## config.mk

```make
export PLATFORM = sky130hd
export DESIGN_NAME = updn_ctr_mod
export DESIGN_NICKNAME = d
export VERILOG_FILES = /design/src/rtl/updn_ctr_mod.sv
export SDC_FILE = /design/constraint.sdc
export NUM_CORES = 1
export LEC_CHECK = 0
export BUFFER_PORTS_ARGS = -buffer_cell sky130_fd_sc_hd__clkbuf_2
export CORE_MARGIN = 8
export CORE_UTILIZATION = 50
export DETAILED_ROUTE_END_ITERATION = 8
export PLACE_DENSITY = 0.84
export SLEW_MARGIN = 10
export SYNTH_ARGS = -nofsm -noshare
export SYNTH_HDL_FRONTEND = slang
export SYNTH_SLANG_ARGS = --single-unit
export TNS_END_PERCENT = 30
```

## constraint.sdc

```tcl
create_clock -name clk -period 2.8 [get_ports clk]
set_clock_uncertainty 0.1 [all_clocks]
set_input_delay 0.42 -clock clk [delete_from_list [all_inputs] [get_ports clk]]
set_output_delay 0.42 -clock clk [all_outputs]
set_load 0.01 [all_outputs]
```

## src/rtl/updn_ctr_mod.sv

```systemverilog
// Up/down counter over programmable bounds lo..hi with wrap, saturate and bounce modes.
// Define UPDN_CTR_CAPTURE_EN to enable the cap_q count snapshot register.
module updn_ctr_mod #(
  parameter int WIDTH = 8
) (
  input  logic             clk,
  input  logic             reset,
  input  logic             load,
  input  logic [WIDTH-1:0] data,
  input  logic             cen,
  input  logic             up_dn,
  input  logic [1:0]       mode,
  input  logic [WIDTH-1:0] lo,
  input  logic [WIDTH-1:0] hi,
  input  logic             clr_ovf,
  input  logic             capture,
  output logic [WIDTH-1:0] count,
  output logic             dir,
  output logic             tercnt,
  output logic             carry_o,
  output logic             wrap_p,
  output logic             ovf,
  output logic [WIDTH-1:0] cap_q
);

  localparam logic [1:0] M_SAT = 2'b01;
  localparam logic [1:0] M_BNC = 2'b10;

  logic             dir_q;
  logic             bounce;
  logic             illegal;
  logic             in_range;
  logic             at_hi;
  logic             at_lo;
  logic             at_bnd;
  logic             do_step;
  logic             do_hold;
  logic [WIDTH-1:0] cnt_d;
  logic             dirq_d;
  logic             wp_d;
  logic             ovf_set;
  logic             ovf_d;

  assign bounce   = (mode == M_BNC);
  assign dir      = bounce ? dir_q : up_dn;
  assign illegal  = (lo > hi);
  assign in_range = (count >= lo) && (count <= hi);
  assign at_hi    = (count == hi);
  assign at_lo    = (count == lo);
  assign at_bnd   = dir ? at_hi : at_lo;
  assign tercnt   = ~illegal & ((dir & at_hi) | (~dir & at_lo));
  assign carry_o  = cen & tercnt & ~load;
  assign do_step  = ~load & cen;
  assign do_hold  = ~load & ~cen;

  always_comb begin
    cnt_d   = count;
    dirq_d  = bounce ? dir_q : up_dn;
    wp_d    = 1'b0;
    ovf_set = 1'b0;
    unique case (1'b1)
      load: begin
        cnt_d  = data;
        dirq_d = up_dn;
      end
      do_step: begin
        if (illegal) begin
          cnt_d = count;
        end else if (!in_range) begin
          // recover into range from the side we are heading towards
          cnt_d = dir ? lo : hi;
          wp_d  = 1'b1;
        end else if (!at_bnd) begin
          cnt_d = dir ? count + WIDTH'(1) : count - WIDTH'(1);
        end else if (bounce) begin
          dirq_d = ~dir_q;
          wp_d   = 1'b1;
          if (lo != hi)
            cnt_d = dir ? count - WIDTH'(1) : count + WIDTH'(1);
        end else if (mode == M_SAT) begin
          ovf_set = 1'b1;
        end else begin
          cnt_d   = dir ? lo : hi;
          wp_d    = 1'b1;
          ovf_set = 1'b1;
        end
      end
      do_hold: begin
        cnt_d = count;
      end
      default: begin
        cnt_d = count;
      end
    endcase
  end

  always_comb begin
    ovf_d = ovf;
    if (load)
      ovf_d = 1'b0;
    else if (ovf_set)
      ovf_d = 1'b1;
    else if (clr_ovf)
      ovf_d = 1'b0;
  end

  always_ff @(posedge clk) begin
    if (!reset) begin
      count  <= '0;
      dir_q  <= 1'b1;
      wrap_p <= 1'b0;
      ovf    <= 1'b0;
    end else begin
      count  <= cnt_d;
      dir_q  <= dirq_d;
      wrap_p <= wp_d;
      ovf    <= ovf_d;
    end
  end

`ifdef UPDN_CTR_CAPTURE_EN
  always_ff @(posedge clk) begin
    if (!reset)
      cap_q <= '0;
    else if (capture)
      cap_q <= count;
  end
`else
  assign cap_q = {WIDTH{capture & 1'b0}};
`endif

endmodule

```

==> run metrics, run 1 <==
CTS H-Tree Depth 1; Final min period 2650 ps; fmax 377 MHz; worst min-delay path category in -> reg; WP buf/inv 2; WL per Instance 15.7 um; first-pass GRT wire length 8340 um; final setup vio count 0; Max FO, Critical Path 13; sw frac 0.439; family with the most delay on the worst path compound AO/OA/AOI/OAI gates; Final period util 0.947; post-route ant nets 0; origin of the worst setup path count[0]; # IOs 54; max_slew headroom 0.638; Placed Cells 340; final core occ 0.628; Ant. Diodes 0; ranking of synthesized cells by area ha_1 (18%), dfxtp_1 (12%), inv_1 (6.1%); Internal Power 0.385 mW; layout cell share with drive strength beyond 1 0.221; core area 3360 um^2; Post-Syn Instances 245; Synth area leader ha_1; root buffer cell clkbuf_4; Worst R2R Start count[0]; Hold WS 272 ps; initial core utilization 0.528; register share of total power 0.269; WP data arrival 2710 ps; clk sinks 11; Setup CP Type reg -> reg; Longest Clk Path Bufs 2; hold buffers post-CTS 0; Sw Pwr 0.301 mW; Top FF cell, synth dfxtp_1; DR vias 2,125; PortBufs 44; Die Ht 75.6 um; Unique masters post-synth 47; Logic pwr share 0.560; gr usage total 0.186; most frequent cells in the layout clkbuf_2 (44), inv_1 (29), ha_1 (26), nand2_1 (21); Cell Rows 21; final std cells w/o fill 344; area share of the largest cell type after synthesis 0.183; cts bufs inserted 3; largest net degree at the start of global routing 18; Final Hold Vio Count 0; max incr delay on CP 380 ps; yosys warns 0; crit path capture type flip-flop; pre-CTS setup slack 71.2 ps; most common cell after layout, fill and taps aside clkbuf_2; Hold Crit Start data[4]; Detailed Route Iter0 Violations 210; Worst EP required 2860 ps; final slew viol count 0; vias per cell 6.18; vias in the first global route 1,949; Clk pwr share 0.171; number of flops mapped to enable cells by yosys 0; CP cell instances inv_1, ha_1, and4_1, and2_1, a221oi_1, buf_4, o22ai_1, o21a_1, a221oi_1, a211oi_1; WL final 5390 um; Slew @ Worst Pin 534 ps; placer congestion estimate 0.954; crit-path most repeated cell a221oi_1; cell area power density 325 nW/um^2; HPWL after DPL 4390 um; initial antenna violation count 0; max-cap check violation count 0; Mean Syn Cell Area 7.25 um^2; DR DRC count 0; GR Overflow Total 0; CTS tree yes; First-pass DRT Iterations 5; RSZ-0062 raised after global routing false; synthesized cell area 1780 um^2; sequential area share after synthesis 0.124; async set or reset register ratio after synthesis 0; Die Wd 75.6 um; CP max-delay cell dfxtp_1; VDD IR max 0.000201 V; Leakage 1.04 nW; final worst slack 148 ps; flops & latches, synth 11; area of the die 5710 um^2; Worst-Skew Late Latency 280 ps; outcome finished, final reports clean; Nets 358; crit start category flip-flop; final setup TNS 0 ps; Area growth, synth to finish 19.0%; Clock Pin Slew Worst Setup and Hold Paths 80 ps
## final cells by class
cell class,count,area [um^2]
inverters,29,109
well taps,46,57.6
fillers,334,1250
clock buffers,3,22.5
clock inverters,1,5.00
flip-flops and latches,11,220
repair buffers,57,318
multi-input cells,197,1380
## logic make-up (layout without fill, tap and decap cells)
| logic type | count (synthesis) | in the layout | share of synthesized area |
|---|---|---|---|
| adders and majority gates | 26 | 26 | 0.183 |
| muxes | 1 | 1 | 0.00634 |
| other | 1 | 8 | 0.00211 |
| buffers and inverters | 44 | 90 | 0.115 |
| xor gates and xnor gates | 1 | 1 | 0.00493 |
| AOI/OAI and AO/OA | 83 | 83 | 0.326 |
| and+or+nand+nor | 78 | 78 | 0.238 |
| DFF | 11 | 11 | 0.124 |
## worst reg2reg max path: stages (launching register included)
cell      delay (ps)
dfxtp_1          380
inv_1            110
ha_1             290
and4_1           240
and2_1           180
a221oi_1         290
buf_4            250
o22ai_1          110
o21a_1           190
a221oi_1         280
a211oi_1         110
## layer usage
| layer | track usage | part of all wire |
|---|---|---|
| met5 | 0 | 0 |
| met4 | 0.0426 | 0.011 |
| met3 | 0.0303 | 0.078 |
| met2 | 0.344 | 0.50 |
| met1 | 0.215 | 0.41 |
## synthesized netlist by cell type, types with 2 or more instances
cell      instances
inv_1            29
ha_1             26
nand2_1          21
nand3_1          13
a21oi_1          12
o21ai_0          12
dfxtp_1          11
o221ai_1         10
a31oi_1           8
buf_4             8
nor2_1            7
o31ai_1           7
and4_1            6
nand4_1           6
nor2b_1           6
a211oi_1          5
clkbuf_1          5
o211ai_1          4
o21ai_1           4
o311ai_1          4
a221oi_1          3
and2_1            3
nor3_1            3
o21a_1            3
or3_1             3
and3_1            2
nand2b_1          2
o22ai_1           2
or2_1             2
## stage by stage
| stage | total power [mW] | area (um^2) |
|---|---|---|
| finish | 0.686 | 2110 |
| floorplan | 0.441 | 1800 |
| global placement | 0.551 | 2080 |
| CTS | 0.684 | 2110 |
| detailed placement | 0.563 | 2080 |
| global route | 0.741 | 2110 |
## sequential cells by signal, summed over array words and instances, names as in the netlist
signal	count
count	8
ovf	1
wrap_p	1
dir_q	1
## path summary, 6_finish.rpt
kind | slack, ps | cells past startpoint | endpoint
worst max register to register | 150 | 10 | count[5]
worst max-delay path | 150 | 10 | count[5]
worst min register to register | 470 | 2 | ovf
worst min-delay path | 270 | 3 | count[4]
## power groups by stage
stage / clock, mW / combinational (mW) / sequential, mW
global placement: 0 / 0.364 / 0.187
global route: 0.129 / 0.426 / 0.186
floorplan: 0 / 0.242 / 0.198
CTS: 0.122 / 0.378 / 0.184
detailed placement: 0 / 0.375 / 0.188
finish: 0.117 / 0.384 / 0.184
## timing repair
action                     4_1_cts  5_1_grt
resized for setup                0        1
setup endpoints to repair        0        2
buffers inserted                 0        0
Power figures use the tool's default switching activity.
==> run 2: changes to the inputs <==
- ABC_AREA: default -> 1
- GPL_ROUTABILITY_DRIVEN: default -> 0
- PLACE_DENSITY: 0.84 -> 0.83
==> run metrics, run 2 <==
core area 3660 um^2; most instantiated library cell after synthesis nand2_1; Setup CP Type reg -> out; VDD IR max 0.000272 V; CTS tree yes; filler cell count 372; Die Ht 77.9 um; commonest cells in the netlist nand2_1 (100), inv_1 (44), nor2_1 (39); Area growth, synth to finish 14.4%; Longest Clk Path Bufs 2; Final min period 2510 ps; HPWL after DPL 4170 um; async set or reset register ratio after synthesis 0; Top Layer Used met4; Logic pwr share 0.518; Unique masters post-synth 35; Synth area leader nand2_1; hold buffers post-CTS 0; sw frac 0.439; layout cell share with drive strength beyond 1 0.181; postcts setup bufs 0; crit path capture type primary output; outcome finished, final reports clean; number of flops mapped to enable cells by yosys 0; First-pass DRT Iterations 4; RSZ-0062 raised after global routing false; PortBufs 44; Detailed Route Iter0 Violations 120; GR Overflow Total 0; Worst EP required 2280 ps; synthesized cell area 1920 um^2; Clk pwr share 0.213; clk sinks 11; met3 wire len 395 um; DR DRC count 0; wl on met1 2260 um; first-pass GRT wire length 8790 um; WL final 4980 um; Nets 431; Resized Gates After CTS 0; most common cell after layout, fill and taps aside nand2_1; max-cap check violation count 0; fmax 398 MHz; # IOs 54; final setup TNS 0 ps; WP data arrival 1990 ps; most frequent cells in the layout nand2_1 (100), inv_1 (44), clkbuf_2 (44), nor2_1 (39), nand3_1 (27); largest net degree at the start of global routing 19; final setup vio count 0; Post-Syn Instances 328; area of the die 6070 um^2; Final Hold Vio Count 0; largest register by flop count count; sequential area share after synthesis 0.115; pre-CTS setup slack 423 ps; cell area power density 337 nW/um^2; cts bufs inserted 3; DR vias 2,107; Largest register FFs 8; yosys warns 0; Reg area 220 um^2; Worst-Skew Late Latency 240 ps; Top FF cell, synth dfxtp_1; crit start category flip-flop; root buffer cell clkbuf_8; Final period util 0.898; vias per cell 5.03; DR WL met2 2260 um; vias in the first global route 2,115; Cell Rows 22; final worst slack 286 ps; worst min-delay path category in -> reg; CTS H-Tree Depth 1; WL per Instance 11.9 um; initial antenna violation count 0; area share of the largest cell type after synthesis 0.196; flops & latches, synth 11; Internal Power 0.415 mW; Die Wd 77.9 um; post-route ant nets 0; ranking of synthesized cells by area nand2_1 (20%), ha_1 (17%), dfxtp_1 (11%); Leakage 1.31 nW; area occupied by multi-input gates 1450 um^2; gr usage total 0.168; Mean Syn Cell Area 5.84 um^2; final slew viol count 0; Ant. Diodes 0; Clock Pin Slew Worst Setup and Hold Paths 50 ps; initial core utilization 0.523; Max FO, Critical Path 6; register share of total power 0.269; Sw Pwr 0.324 mW
[run 2: cell count changes after synthesis, sizes merged, moves of 7 or more]
cell | before | now
o221ai | 10 | 0
inv | 29 | 46
a31oi | 8 | 0
nand2 | 21 | 109
nor2 | 7 | 42
nand3 | 13 | 29
xor2 | 0 | 7
o31ai | 7 | 0
[run 2: path summary, 6_finish.rpt]
kind	startpoint	endpoint	slack (ps)	cells after the start
worst max-delay path	count[0]	carry_o	290	9
worst max register to register	count[0]	count[7]	520	14
worst min register to register	ovf	ovf	370	2
worst min-delay path	clr_ovf	ovf	340	4
[run 2: final cells by class]
type,instances,share of cell area
Clock buffer,4,0.0206
Inverter,48,0.0834
Multi-Input combinational cell,262,0.661
Sequential cell,11,0.101
Tap cell,48,0.0274
Timing Repair Buffer,46,0.107
[run 2: kinds of logic after synthesis]
family,after synthesis,share of synthesized area
other cells,1,0.00196
xor+xnor,8,0.0366
fa+ha+maj,26,0.170
flops,11,0.115
compound gates,30,0.0888
simple gates,190,0.445
buf+inv,62,0.143
[run 2: power groups by stage]
stage	sequential, mW	combinational [mW]	clock (mW)
after detailed placement	0.201	0.379	0
after global routing	0.201	0.443	0.170
after floorplan	0.197	0.287	0
final	0.199	0.383	0.158
after CTS	0.198	0.382	0.164
after global placement	0.201	0.370	0
[run 2: worst max-delay path, cell delays in order (launching register included)]
cell	delay, ps
dfxtp_1	420
inv_1	170
ha_1	300
nand2_1	50
nor2_1	130
nand2_1	100
nand2_2	120
nand2_4	80
nor3_1	200
clkbuf_2	170
[run 2: per-layer routing]
metal / vias to the layer above / global-route usage
li1: 1108 / -
met3: 8 / 0.0495
met4: 0 / 0.0481
met1: 918 / 0.200
met5: - / 0
met2: 73 / 0.286
[run 2: per-stage QoR]
step	std cells	utilization	power (mW)	instance area (um^2)	hold slack (ps)
after floorplan	335	-	0.484	1940	394
final	419	0.598	0.739	2190	338
after global placement	415	0.586	0.571	2150	366
after CTS	419	0.598	0.744	2190	336
after global routing	419	0.598	0.814	2190	361
after detailed placement	415	0.586	0.580	2150	375
==> run 3: changes to the inputs <==
- ABC_AREA: 1 -> default
- CELL_PAD_IN_SITES_DETAIL_PLACEMENT: default -> 1
- CELL_PAD_IN_SITES_GLOBAL_PLACEMENT: default -> 1
- CORE_UTILIZATION: 50 -> 37
- PLACE_DENSITY: 0.83 -> 0.9
==> run metrics, run 3 (synthesized netlist as in run 1, its figures left out) <==
outcome finished, final reports clean; WL per Instance 18.6 um; Detailed Route Iter0 Violations 105; core area 4660 um^2; Final Hold Vio Count 0; DR DRC count 0; met1 usage 0.218; most common cell after layout, fill and taps aside clkbuf_2; most frequent cells in the layout clkbuf_2 (44), inv_1 (29), ha_1 (26), nand2_1 (21), buf_4 (15); final setup TNS 0 ps; initial antenna violation count 0; initial core utilization 0.381; Clock Pin Slew Worst Setup and Hold Paths 60 ps; gr usage total 0.181; RSZ-0062 raised after global routing false; Worst EP required 2280 ps; Max FO, Critical Path 6; Cell Rows 25; DR vias 2,139; Nets 360; met2 Usage GRT 0.305; Setup CP Type reg -> out; vias per cell 6.04; family with the most delay on the worst path simple AND/OR/NAND/NOR gates; post-route ant nets 0; WP data arrival 2170 ps; Hold WS 314 ps; root buffer cell clkbuf_8; CP max-delay cell dfxtp_1; Final min period 2690 ps; met3 Track Usage GR 0.0425; GR Overflow Total 0; Leakage 1.05 nW; layout cell share with drive strength beyond 1 0.223; register share of total power 0.244; internal reg-to-reg setup slack 170 ps; vias in the first global route 2,236; Internal Power 0.437 mW; clk sinks 11; max-cap check violation count 0; fmax 372 MHz; cell area power density 353 nW/um^2; largest net degree at the start of global routing 18; gr busiest metal met2; largest register by flop count count; sw frac 0.427; Longest Clk Path Bufs 2; Die Wd 85.3 um; WL final 6590 um; Area growth, synth to finish 21.6%; Worst R2R Start count[7]; Hold Path Stages 3; CP cell instances ha_1, nand4_1, nor2_1, mux2_2, and3_1, clkbuf_2; Final period util 0.960; Min-Delay Endpoint count[7]; # IOs 54; capturing point of the worst reg2reg path count[4]; final setup vio count 0; crit path capture type primary output; Largest register FFs 8; Worst-Skew Late Latency 250 ps; postcts setup bufs 0; CTS tree yes; area of the die 7270 um^2; Sw Pwr 0.326 mW; Die Ht 85.3 um; Clk pwr share 0.226; Hold Crit Start data[7]; max incr delay on CP 370 ps; R2R cell count 8; WP buf/inv 1; CTS H-Tree Depth 1; Ant. Diodes 0; first-pass GRT wire length 10,700 um; worst min-delay path category in -> reg; Logic pwr share 0.531; crit start category flip-flop; cts bufs inserted 3; HPWL after DPL 5500 um; PortBufs 44; First-pass DRT Iterations 4; VDD IR max 0.000225 V; final slew viol count 0
==> run 3: changes by cell type in the layout (fill, tap and decap cells not counted), sizes merged, moves of 10 or more <==
cell	change
inv	-17
buf	+13
nand2	-88
nor2	-35
o221ai	+10
nand3	-16
==> run 3: worst max-delay path by stage <==
stage | slack, ps | depth (start not counted) | to | from
after global routing | 20 | 6 | carry_o | count[7]
after global placement | 110 | 9 | count[1] | hi[7]
after floorplan | 190 | 10 | count[3] | count[0]
final | 110 | 6 | carry_o | count[7]
after CTS | 130 | 7 | count[1] | count[7]
after detailed placement | -20 | 9 | count[1] | hi[7]
==> run 3: tightest hold or removal path: stages <==
cell      delay, ps
clkbuf_2         80
nand2_1          50
a31oi_1          70
==> run 3: final cells by class <==
cell class | count | area (um^2)
Clock buffer | 4 | 45.0
Fill cell | 615 | 2500
Inverter | 29 | 109
Multi-Input combinational cell | 197 | 1390
Sequential cell | 11 | 220
Tap cell | 54 | 67.6
Timing Repair Buffer | 59 | 333
==> run 3: power groups by stage <==
stage | registers (mW) | logic [mW] | clock network [mW]
final | 0.186 | 0.405 | 0.172
after global routing | 0.187 | 0.448 | 0.185
after CTS | 0.185 | 0.400 | 0.175
after detailed placement | 0.189 | 0.397 | 0
after global placement | 0.188 | 0.377 | 0
after floorplan | 0.198 | 0.242 | 0
==> run 3: routing by layer <==
layer | share of wire | wire (um) | vias to the layer above
li1 | - | - | 1023
met1 | 0.43 | 2860 | 1022
met2 | 0.48 | 3130 | 80
met3 | 0.065 | 430 | 14
met4 | 0.024 | 159 | 0
met5 | 0 | 0 | -
==> run 3: metrics by stage <==
step | instance area, um^2 | cells | util | worst slack, ps | power (mW)
2_1_floorplan | 1800 | 252 | - | 190 | 0.441
3_3_place_gp | 2110 | 350 | 0.452 | 111 | 0.564
3_5_place_dp | 2110 | 350 | 0.452 | -20.1 | 0.586
4_1_cts | 2150 | 354 | 0.462 | 125 | 0.760
5_1_grt | 2160 | 354 | 0.463 | 23.6 | 0.821
6_report | 2160 | 354 | 0.463 | 113 | 0.763
==> run 3: what timing repair did <==
action                                  in CTS  in global routing
resized for setup                            0                  1
endpoints found under the hold margin        0                  0
endpoints found under the setup margin       0                  1
hold buffers                                 0                  0
